[src/rtl/fetch_unit_pkg.sv]
// Shared types and constants for the instruction fetch stage.
//   XLEN        - architectural word width
//   INSTR_BYTES - PC increment per fetched instruction
//   fetch_pkt_t - {instr, pc} entry held in the instruction buffer
//   cnt_w()     - width of a counter that must hold 0..depth inclusive
package fetch_unit_pkg;

    localparam int XLEN        = 32;
    localparam int INSTR_BYTES = 4;

    typedef struct packed {
        logic [XLEN-1:0] instr;
        logic [XLEN-1:0] pc;
    } fetch_pkt_t;

    function automatic int cnt_w(input int depth);
        return $clog2(depth) + 1;
    endfunction

endpackage

[src/rtl/fetch_unit_sync_fifo.sv]
// Small synchronous FIFO (register storage) used by the fetch stage.
//   clk, rst          - clock, asynchronous active-high reset
//   push, push_data   - write an entry (accepted when not full, or full with a pop)
//   pop               - retire the head entry (ignored when empty)
//   flush             - drop all entries; wins over push/pop in the same cycle
//   pop_data          - head entry (stale contents when empty)
//   full, empty, count
module fetch_unit_sync_fifo #(
    parameter  int WIDTH = 64,
    parameter  int DEPTH = 2,
    localparam int AW    = (DEPTH > 1) ? $clog2(DEPTH) : 1,
    localparam int CW    = $clog2(DEPTH) + 1
) (
    input  logic             clk,
    input  logic             rst,
    input  logic             push,
    input  logic [WIDTH-1:0] push_data,
    input  logic             pop,
    input  logic             flush,
    output logic [WIDTH-1:0] pop_data,
    output logic             full,
    output logic             empty,
    output logic [CW-1:0]    count
);

    logic [DEPTH-1:0][WIDTH-1:0] mem_q, mem_d;
    logic [AW-1:0]               wr_ptr_q, wr_ptr_d;
    logic [AW-1:0]               rd_ptr_q, rd_ptr_d;
    logic [CW-1:0]               count_q, count_d;
    logic                        do_push, do_pop;

    assign empty    = (count_q == '0);
    assign full     = (count_q == CW'(DEPTH));
    assign count    = count_q;
    assign pop_data = mem_q[rd_ptr_q];

    // A pop on a full FIFO frees the slot the simultaneous push lands in.
    assign do_pop  = pop & ~empty;
    assign do_push = push & (~full | do_pop);

    always_comb begin
        mem_d    = mem_q;
        wr_ptr_d = wr_ptr_q;
        rd_ptr_d = rd_ptr_q;
        count_d  = count_q;
        if (flush) begin
            wr_ptr_d = '0;
            rd_ptr_d = '0;
            count_d  = '0;
        end else begin
            if (do_push) begin
                mem_d[wr_ptr_q] = push_data;
                wr_ptr_d        = wr_ptr_q + 1'b1;
            end
            if (do_pop) begin
                rd_ptr_d = rd_ptr_q + 1'b1;
            end
            count_d = count_q + CW'(do_push) - CW'(do_pop);
        end
    end

    // Storage is reset so the head reads as zero out of reset.
    always_ff @(posedge clk or posedge rst) begin
        if (rst) begin
            mem_q    <= '0;
            wr_ptr_q <= '0;
            rd_ptr_q <= '0;
            count_q  <= '0;
        end else begin
            mem_q    <= mem_d;
            wr_ptr_q <= wr_ptr_d;
            rd_ptr_q <= rd_ptr_d;
            count_q  <= count_d;
        end
    end

endmodule

[src/rtl/fetch_unit.sv]
// Instruction fetch stage feeding the decoder.
//   clk, rst                          - clock, asynchronous active-high reset
//   imem_req_valid/ready/addr         - word fetch request to instruction memory (addr = PC)
//   imem_resp_valid/data              - in-order fetch responses
//   redirect_valid/pc                 - PC redirect from execute; flushes the stage
//   instr_valid/ready, instr/instr_pc - fetched instruction and its PC to decode
// Requests are credit limited: in-flight plus buffered never exceeds FIFO_DEPTH, so
// the instruction buffer cannot overflow. Requests in flight at a redirect are
// counted in drop_cnt and their responses discarded on return.
module fetch_unit
    import fetch_unit_pkg::*;
#(
    parameter logic [31:0] RESET_PC   = 32'h0000_0000,
    parameter int          FIFO_DEPTH = 2
) (
    input  logic        clk,
    input  logic        rst,
    output logic        imem_req_valid,
    input  logic        imem_req_ready,
    output logic [31:0] imem_req_addr,
    input  logic        imem_resp_valid,
    input  logic [31:0] imem_resp_data,
    input  logic        redirect_valid,
    input  logic [31:0] redirect_pc,
    output logic        instr_valid,
    input  logic        instr_ready,
    output logic [31:0] instr,
    output logic [31:0] instr_pc
);

    localparam int CW = cnt_w(FIFO_DEPTH);

    logic [XLEN-1:0] pc_q, pc_d;
    logic [CW-1:0]   outstanding_q, outstanding_d;
    logic [CW-1:0]   drop_cnt_q, drop_cnt_d;

    fetch_pkt_t      buf_in, buf_out;
    logic [CW-1:0]   buf_count;
    logic            buf_empty, buf_full, buf_push;
    logic [XLEN-1:0] pcq_head;
    logic [CW-1:0]   pcq_count;
    logic            pcq_empty, pcq_full;

    logic [CW:0]     inflight_sum;
    logic            credit_ok, req_fire, resp_ok, deq;

    assign inflight_sum = {1'b0, outstanding_q} + {1'b0, buf_count};
    assign credit_ok    = (inflight_sum < (CW+1)'(FIFO_DEPTH));

    // Gated by rst so the request is low while reset is held.
    assign imem_req_valid = credit_ok & ~rst;
    assign imem_req_addr  = pc_q;
    assign req_fire       = imem_req_valid & imem_req_ready;

    // A response with nothing outstanding is a protocol error and is ignored.
    assign resp_ok = imem_resp_valid & (outstanding_q != '0);

    assign instr_valid = ~buf_empty & ~redirect_valid;
    assign deq         = instr_valid & instr_ready;
    assign instr       = buf_out.instr;
    assign instr_pc    = buf_out.pc;

    assign buf_push = resp_ok & (drop_cnt_q == '0) & ~redirect_valid;
    assign buf_in   = '{instr: imem_resp_data, pc: pcq_head};

    always_comb begin
        pc_d = pc_q;
        if (redirect_valid) begin
            pc_d = {redirect_pc[31:2], 2'b00};
        end else if (req_fire) begin
            pc_d = pc_q + XLEN'(INSTR_BYTES);
        end

        outstanding_d = outstanding_q + CW'(req_fire) - CW'(resp_ok);

        // On redirect every request still out after this cycle (including one
        // firing now with the old PC) returns stale data.
        drop_cnt_d = drop_cnt_q;
        if (redirect_valid) begin
            drop_cnt_d = outstanding_d;
        end else if (resp_ok && drop_cnt_q != '0) begin
            drop_cnt_d = drop_cnt_q - 1'b1;
        end
    end

    always_ff @(posedge clk or posedge rst) begin
        if (rst) begin
            pc_q          <= RESET_PC;
            outstanding_q <= '0;
            drop_cnt_q    <= '0;
        end else begin
            pc_q          <= pc_d;
            outstanding_q <= outstanding_d;
            drop_cnt_q    <= drop_cnt_d;
        end
    end

    fetch_unit_sync_fifo #(.WIDTH($bits(fetch_pkt_t)), .DEPTH(FIFO_DEPTH)) u_instr_buf (
        .clk       (clk),
        .rst       (rst),
        .push      (buf_push),
        .push_data (buf_in),
        .pop       (deq),
        .flush     (redirect_valid),
        .pop_data  (buf_out),
        .full      (buf_full),
        .empty     (buf_empty),
        .count     (buf_count)
    );

    // PCs of requests in flight; never flushed, since dropped responses still
    // return and must retire their entry.
    fetch_unit_sync_fifo #(.WIDTH(XLEN), .DEPTH(FIFO_DEPTH)) u_pc_queue (
        .clk       (clk),
        .rst       (rst),
        .push      (req_fire),
        .push_data (pc_q),
        .pop       (resp_ok),
        .flush     (1'b0),
        .pop_data  (pcq_head),
        .full      (pcq_full),
        .empty     (pcq_empty),
        .count     (pcq_count)
    );

    logic unused_ok;
    assign unused_ok = &{1'b0, buf_full, pcq_full, pcq_empty, pcq_count};

endmodule

[config.mk]
export PLATFORM = sky130hd
export DESIGN_NAME = fetch_unit
export DESIGN_NICKNAME = d
export VERILOG_FILES = /design/src/rtl/fetch_unit_pkg.sv /design/src/rtl/fetch_unit_sync_fifo.sv /design/src/rtl/fetch_unit.sv
export SDC_FILE = /design/constraint.sdc
export NUM_CORES = 1
export LEC_CHECK = 0
export BUFFER_PORTS_ARGS = -buffer_cell sky130_fd_sc_hd__buf_2
export CORE_MARGIN = 1
export CORE_UTILIZATION = 57
export CTS_CLUSTER_DIAMETER = 30
export CTS_CLUSTER_SIZE = 28
export DETAILED_ROUTE_END_ITERATION = 12
export PLACE_DENSITY = 0.86
export SLEW_MARGIN = 20
export SYNTH_ARGS = -nofsm -noshare
export SYNTH_HDL_FRONTEND = slang
export SYNTH_SLANG_ARGS = --single-unit
[constraint.sdc]
create_clock -name clk -period 8.14 [get_ports clk]
set_input_delay 0.814 -clock clk [delete_from_list [all_inputs] [get_ports clk]]
set_output_delay 0.814 -clock clk [all_outputs]
set_load 0.01 [all_outputs]
After elaboration in Yosys (flattened, before gate mapping)
Index checks and enable logic that the tools add are counted. W data, S select, Z words.

Register bits: 236. Output and inout bits: 98. Logic and storage cells: 86.

Order comparisons: 7. Equality and inequality tests: 2. Reduce and logical (&&, ||, !) cells: 13. Mux-type cells: 19. Add/sub/neg operators: 13. Bitwise gates (word level): 19.

Operators by type and width (count): $mux W64 (3); $mux W32 (5); $bwmux W128 (1); $bwmux W64 (1); $demux W64 S1 (1); $add A32 B3 Y32 const B (1); $demux W32 S1 (1); $reduce_bool A2 Y1 (6); $and A1 B1 Y1 (11); $lt A1 B2 Y1 const B (4); $add A2 B1 Y2 (3); $logic_not A2 Y1 (3); $mux W2 (3); $not A1 Y1 (6); $sub A2 B1 Y2 (3); $add A1 B1 Y1 const B (4); $eq A2 B2 Y1 const B (2); $mux W1 (4); $add A2 B2 Y3 (1); $logic_and A1 B1 Y1 (3); $lt A3 B2 Y1 const B (1); $ge A1 B1 Y1 const B (2); $or A1 B1 Y1 (2); $reduce_and A2 Y1 (1); $sub A2 B1 Y2 const B (1).

Longest topological paths before layout
Gate-level depths: netlist of the first run.

Word-level depth: 10. Gate-level depth with buffers: 11. Depth with buffers taken out: 11.

Modules after synthesis
Synthesis of the first run repeated with hierarchy kept, for this count alone.

Cells, all modules: 798. Area, all modules: 11157.0 µm².

By module, submodules not included: fetch_unit_sync_fifo (u_instr_buf) (area an instance 5983.2 µm², cells an instance 366, instances 1, sequential area each 3303.2 µm²); fetch_unit_sync_fifo (u_pc_queue) (area an instance 3110.5 µm², cells an instance 196, instances 1, sequential area each 1701.6 µm²); fetch_unit (area an instance 2063.2 µm², cells an instance 236, instances 1, sequential area each 850.8 µm²).

Least setup slack after synthesis of the first run
OpenSTA, ideal clock, no wires.

Kind: reg-to-reg. Start: reg u_instr_buf.count_q[0], in the netlist u_instr_buf.count[0]. End: reg pc_q[18], in the netlist imem_req_addr[18]. Cell stages (with the launch flop): 9. Setup time: 82 ps. Clock period less this slack: 3025 ps. Data arrival time: 2943 ps. Buffers on the path: 1. Slack: 5115 ps. Path through: dfrtp_1 > and2_1 > fa_1 > nor4b_4 > inv_4 > or4_4 > buf_6 > or4_1 > a31oi_1.

Cells in the longest elaborated chain, start to end: 5.

RTL lines: from (decl) (line fetch_unit_sync_fifo.sv:29) `logic [CW-1:0] count_q, count_d;`; from (signal assigned) (line fetch_unit_sync_fifo.sv:73) `count_q <= count_d;`; $add A2 B2 Y3 (line fetch_unit.sv:47) `assign inflight_sum = {1'b0, outstanding_q} + {1'b0, buf_count};`; $lt A3 B2 Y1 (line fetch_unit.sv:48) `assign credit_ok = (inflight_sum < (CW+1)'(FIFO_DEPTH));`; $and A1 B1 Y1 (line fetch_unit.sv:51) `assign imem_req_valid = credit_ok & ~rst;`; $and A1 B1 Y1 (line fetch_unit.sv:53) `assign req_fire = imem_req_valid & imem_req_ready;`; $reduce_bool A2 Y1 (no line); to (signal assigned) (line fetch_unit.sv:92) `pc_q <= pc_d;`; to (decl) (line fetch_unit.sv:33) `logic [XLEN-1:0] pc_q, pc_d;`.

Every way passes these cells. A chain may end at the register's enable or synchronous reset.

Worst setup path in the final report of the first run
Start: reg u_instr_buf.count_q[0], in the netlist u_instr_buf.count[0]. End: reg u_pc_queue.mem_q[13] (netlist bit).

Cells in the longest elaborated chain, start to end: 5.

RTL lines: $add A2 B2 Y3 (line fetch_unit.sv:47); $lt A3 B2 Y1 (line fetch_unit.sv:48); $and A1 B1 Y1 (line fetch_unit.sv:51); $and A1 B1 Y1 (line fetch_unit.sv:53); $and A1 B1 Y1 (line fetch_unit_sync_fifo.sv:39) `assign do_push = push & (~full | do_pop);`; to (signal assigned) (line fetch_unit_sync_fifo.sv:70) `mem_q <= mem_d;`; to (decl) (line fetch_unit_sync_fifo.sv:26) `logic [DEPTH-1:0][WIDTH-1:0] mem_q, mem_d;`.

Every way passes these cells.

==> results.toml, run 1 <==
[clocking]
htreeDepth = 2
cts_resized = 0
cts_tree = "done"
insertion_delay_ns = 0.51
holdBufCountCts = 0
cts.clk_slew.worst_paths_ns = 0.05
cts.sinks = 226
cts_buffers = 42
root_buffer = "clkbuf_16"
clockBufferDepth = 3
post_cts_buffers = 0

[setup_path]
cpMaxStageDelayCell = "nor4b_4"
r2r_cells = 8
crit_fanout = 30
startpoint_type = "register"
worstSetupEndpoint = "u_pc_queue.mem_q[13]$_DFFE_PP0P_"
r2r-end = "u_pc_queue.mem_q[13]$_DFFE_PP0P_"
setup.worst_path.start = "u_instr_buf.count[0]$_DFF_PP0_"
cp-end-kind = "register"
crit_type = "reg2reg"
r2r_slack_ns = 4.70
max_stage_delay_ns = 0.64
reg2reg_from = "u_instr_buf.count[0]$_DFF_PP0_"
crit_arrival_ns = 3.82
path_cells = "and2_1 > fa_1 > nor4b_4 > inv_4 > a31oi_1 > nor2b_2 > buf_4 > mux2_2"
cp.required_ns = 8.52

[worst_hold_path]
hold_path.class = "in2async"

[drt]
firstDrtPassIters = 5
antenna_left = 0
wirelength_mm = 24.5
drt-vias-per-instance = 5.86
wl_per_cell_um = 19.1
drt-initial-drc-count = 481
vias = 7509
drc = 0

[timing]
max_slew_margin_pct = 29.5
tightest_slew_ns = 1.06
clock_skew_ns = 0.0147
tns_ns = 0
finalCritPeriodShare_pct = 42.2
fmax_ghz = 0.291
min_period_ns = 3.44
hold_violations = 0
slew_viol_final = 0
worst_hold_slack_ns = 0.451
setup_violations = 0
rsz0062_at_grt = "false"

[logic_synthesis]
yosysWarnings = 0
yosysSeqAreaShare_pct = 54.6
yosysMostFrequentCell = "dfrtp_1"
synth-edff-count = 0
yosys.area.top_type = "dfrtp_1"
ys_top_cells_by_count = "dfrtp_1, mux2_2, nand2_1, nor2_1"
syn-mean-instance-area_um2 = 12.0
syn-instance-count = 865
synth_cell_types = 49
yosys-top-cells-area = "dfrtp_1, mux2_2, mux2i_1, o21ai_0, nand2_1"
ys_ff_latch = 226
synth_top_area_share_pct = 54.6
synth.cell_area_mm2 = 0.0103
async_flop_share_pct = 100
synthFlopType = "dfrtp_1"

[layout]
drive_above_1_share_pct = 41.6
finalNetCount = 1101
num_antenna_cells = 0
post-route-cell-area_mm2 = 0.0128
syn_to_final_growth_pct = 23.9

[power]
power_uw = 5260
p_switching_uw = 1610
pwr-share-comb_pct = 28.6
p_per_area_mw_per_mm2 = 410
pwr-share-seq_pct = 36.2
p_leak_uw = 0.00586
swShare_pct = 30.7
peakVddDrop_mv = 0.205
clockPowerShare_pct = 35.1
p_int_uw = 3640

[die]
start_util_pct = 59.0
dieHeight_um = 137
fp.dieW_um = 137
coreArea_mm2 = 0.0175
die-area_mm2 = 0.0187
pin_count = 168
num_rows = 48

[place]
post_dp_cell_area_mm2 = 0.0113
port_buffers = 161
place.gp.congestion = 0.875
hpwlAfterDp_mm = 14.2

[grt]
antenna_found_initial = 0
overflow = 0
grt_max_degree = 155
grt_pass1_vias = 7523
grtUsageTotal_pct = 26.9
grt_pass1_wl_mm = 38.7

[status]
status = "finished clean"

[run]
maxCapViolCount = 0
## placed cells by master (no fill, tap or decap), types with 5 or more instances in the layout
cell          n
a21oi_1      33
a31oi_1      11
and2_1        5
and4_1        5
buf_2       161
buf_4         7
bufinv_16     7
clkbuf_1      5
clkbuf_16    45
clkinvlp_4    5
dfrtp_1     225
ha_1          8
inv_1        15
inv_6         6
mux2_2      187
mux2i_1      32
nand2_1      59
nand3_1      18
nand4_1      16
nor2_1       52
nor2b_1       7
nor3_1        8
o21ai_0      46
o31ai_1      13
or4_1         8
xnor2_1      12
xor2_1        6
## stage by stage
| step | utilization [%] | instances | worst slack, ns |
|---|---|---|---|
| 6_report | 73.1 | 1281 | 4.70 |
| 5_1_grt | 73.1 | 1281 | 4.58 |
| 4_1_cts | 73.1 | 1281 | 4.63 |
| 3_5_place_dp | 64.3 | 1203 | 4.19 |
| 3_3_place_gp | 64.3 | 1203 | 4.26 |
| 2_1_floorplan | - | 868 | 1.13 |
## layer usage
metal  global-route usage [%]  part of all wire, %  vias up
met5                        0                    0        -
met4                     9.81                  2.5        0
met3                     6.44                  6.7       56
met2                     44.1                   48      320
met1                     34.7                   43     3719
li1                         -                    -     3414
## cell families (layout without fill, tap and decap cells)
family	Yosys count	after routing	share of synthesized area [%]
adder cells (fa/ha/maj)	9	9	1.16
XOR/XNOR	18	18	1.52
AND/OR/NAND/NOR	202	202	9.84
other	1	4	0.0362
multiplexers	219	219	23.4
buffers and inverters	75	263	3.02
AO/OA/AOI/OAI	115	115	6.32
flip-flops	226	226	54.6
## worst min path at each step
stage,end,cells past startpoint,slack (ns)
finish,outstanding_q[0]$_DFF_PP0_,2,0.45
CTS,u_instr_buf.mem_q[74]$_DFFE_PP0P_,2,0.48
floorplan,u_instr_buf.mem_q[66]$_DFFE_PP0P_,2,0.44
global route,u_instr_buf.mem_q[82]$_DFFE_PP0P_,2,0.49
global placement,u_instr_buf.mem_q[66]$_DFFE_PP0P_,2,0.46
detailed placement,u_instr_buf.mem_q[76]$_DFFE_PP0P_,2,0.46
## worst max-delay path: cells and delay by family (launching register included)
kind / cells / cell delay, ns
buffers and inverters: 2 / 0.55
muxes: 1 / 0.41
and+or+nand+nor: 3 / 1.04
adders and majority gates: 1 / 0.50
DFF: 1 / 0.40
AOI/OAI and AO/OA: 1 / 0.39
## layout make-up
type | count | area, µm²
multi-input combinational | 567 | 4410
tap | 225 | 282
clock buffer | 54 | 1200
clock inverter | 24 | 338
sequential | 226 | 5660
inverter | 17 | 78.8
timing repair buffer | 168 | 858
fill | 1142 | 4710
## sequential cells by signal, summed over array words and instances, names as in the netlist, 2 cells and up
register and flops:
drop_cnt_q 2, imem_req_addr 30, u_pc_queue.count 2, u_instr_buf.count 2, outstanding_q 2, u_instr_buf.mem_q 124
u_pc_queue.mem_q 60
## power by group through the flow
stage / combinational (µW) / sequential (µW) / clock [µW]
after CTS: 1510 / 1900 / 1870
after detailed placement: 1470 / 1890 / 0
final: 1510 / 1900 / 1850
after global routing: 1650 / 1950 / 1930
after global placement: 1410 / 1860 / 0
after floorplan: 1090 / 1790 / 0
Note: power is estimated with default switching activity, not from simulation.
==> run 2: changes to the inputs <==
--- a/config.mk
+++ b/config.mk
@@ -7,11 +7,11 @@
 export LEC_CHECK = 0
 export BUFFER_PORTS_ARGS = -buffer_cell sky130_fd_sc_hd__buf_2
 export CORE_MARGIN = 1
-export CORE_UTILIZATION = 57
+export CORE_UTILIZATION = 51
 export CTS_CLUSTER_DIAMETER = 30
 export CTS_CLUSTER_SIZE = 28
 export DETAILED_ROUTE_END_ITERATION = 12
-export PLACE_DENSITY = 0.86
+export PLACE_DENSITY = 0.82
 export SLEW_MARGIN = 20
 export SYNTH_ARGS = -nofsm -noshare
 export SYNTH_HDL_FRONTEND = slang
==> constraint.sdc (replaced) <==
create_clock -name clk -period 3.1 [get_ports clk]
set_input_delay 0.31 -clock clk [delete_from_list [all_inputs] [get_ports clk]]
set_output_delay 0.31 -clock clk [all_outputs]
set_load 0.01 [all_outputs]
==> run 2 against run 1 <==
Against the previous run: setup slack got worse by 4.5 ns; largest cell class unchanged; maximum frequency up 17%; critical path depth shrank 1.
==> results.toml, run 2 (same netlist as run 1, synthesis figures left out) <==
[status]
status = "finished clean"

[timing]
finalCritPeriodShare_pct = 94.8
hold_violations = 0
setup_violations = 0
max_slew_margin_pct = 36.5
clock_skew_ns = 0.0166
rsz0062_at_grt = "false"
min_period_ns = 2.94
fmax_ghz = 0.340
worst_hold_slack_ns = 0.00116
timing.final.ws_setup_ns = 0.160
tightest_slew_ns = 0.952
slew_viol_final = 0

[grt]
grt_util_met1_pct = 30.2
overflow = 0
grt_use_met3_pct = 5.00
grtUsageTotal_pct = 23.0
grt_max_degree = 140
antenna_found_initial = 0
grt_pass1_wl_mm = 37.4
top_usage_layer = "met2"
met2_usage_pct = 37.2
grt_pass1_vias = 7668

[clocking]
cts_tree = "done"
htreeDepth = 2
insertion_delay_ns = 0.52
cts_buffers = 45
cts.clk_slew.worst_paths_ns = 0.05
post_cts_buffers = 0
root_buffer = "clkbuf_16"
clockBufferDepth = 3
cts.sinks = 226

[power]
power_uw = 13800
p_per_area_mw_per_mm2 = 1050
p_leak_uw = 0.00599
peakVddDrop_mv = 0.531

[die]
dieHeight_um = 144
coreArea_mm2 = 0.0197
fp.dieW_um = 144
num_rows = 51
die-area_mm2 = 0.0209
pin_count = 168
start_util_pct = 52.7

[setup_path]
startpoint_type = "register"
cp_top_family = "simple AND/OR/NAND/NOR gates"
cpMaxStageDelayCell = "or4_4"
cp.depth = 7
crit_type = "reg2reg"
cp.required_ns = 3.54
max_stage_delay_ns = 0.61
critPathBufInv = 1
crit_arrival_ns = 3.38
reg2reg_from = "u_instr_buf.count[0]$_DFF_PP0_"
r2r_cells = 7
crit_fanout = 11
setup.worst_path.start = "u_instr_buf.count[0]$_DFF_PP0_"
cp-end-kind = "register"
path_cells = "and2_1 > fa_1 > nor4b_4 > inv_4 > or4_4 > or4_1 > a31oi_1"

[run]
maxCapViolCount = 0

[layout]
largest_register_ffs = 124
finalNetCount = 1125
multiInputGateArea_mm2 = 0.00441
syn_to_final_growth_pct = 26.8
layout_commonest_cell = "dfrtp_1"
nFillCells = 1446
post-route-util_pct = 66.7
seqCellArea_mm2 = 0.00566
final_cell_mix = "dfrtp_1, mux2_2, buf_2"
regMostFlops = "u_instr_buf.mem_q"
fin_cells = 1346
num_antenna_cells = 0
drive_above_1_share_pct = 42.7

[place]
post-place-ws_ns = 0.146
hpwlAfterDp_mm = 15.0
port_buffers = 161
place.gp.congestion = 0.858
dpl.cell_count = 1258

[drt]
drc = 0
firstDrtPassIters = 5
wirelength_mm = 23.4
drt-initial-drc-count = 350
antenna_left = 0
drt-vias-per-instance = 5.56
wl_per_cell_um = 17.4
vias = 7489

[worst_hold_path]
hold_path.class = "in2async"
## run 2: changes by cell type in the layout (fill, tap and decap cells not counted), sizes merged
cell,delta
buf,+15
bufinv,-2
clkinv,+1
clkinvlp,+1
dlygate4sd3,+6
inv,+4
## run 2: final timing paths
check	to	slack (ns)
setup / recovery	imem_req_addr[16]$_DFFE_PP0P_	0.16
hold reg to reg	u_instr_buf.mem_q[70]$_DFFE_PP0P_	0.47
max in group asynchronous	u_instr_buf.mem_q[123]$_DFFE_PP0P_	2.47
min in group clk	imem_req_addr[8]$_DFFE_PP0P_	0.02
setup reg to reg	imem_req_addr[16]$_DFFE_PP0P_	0.16
hold / removal	imem_req_addr[13]$_DFFE_PP0P_	0.001
## run 2: power breakdown
group	total [µW]	internal [µW]	switching, µW
logic	4010	2100	1910
clock network	4880	3310	1570
registers	4930	4200	736
total	13800	9610	4210
## run 2: worst min-delay path: stages
cell	delay, ns
buf_2	0.14
clkinvlp_4	0.11
buf_4	0.37
## run 2: layer usage
layer	vias up	share of wire (%)
li1	3463	-
met1	3670	44
met2	306	47
met3	50	7.1
met4	0	2.3
met5	-	0
## run 2: layout make-up
type,instances,area share [%]
Sequential cell,226,43.1
Multi-Input combinational cell,567,33.6
Clock buffer,54,9.55
Timing Repair Buffer,189,8.24
Tap cell,265,2.53
Clock inverter,28,2.43
Inverter,17,0.534
## run 2: metrics by stage
step | cell area, µm² | setup TNS, ns
after global routing | 13100 | 0
final | 13100 | 0
after floorplan | 10400 | -36.61
after global placement | 11500 | 0
after CTS | 13100 | 0
after detailed placement | 11500 | 0
## run 2: repair_timing
action                                 in CTS  in global routing
hold buffers                                6                  0
resized for setup                           0                  1
endpoints found under the hold margin       6                  0
setup endpoints to repair                   0                  1
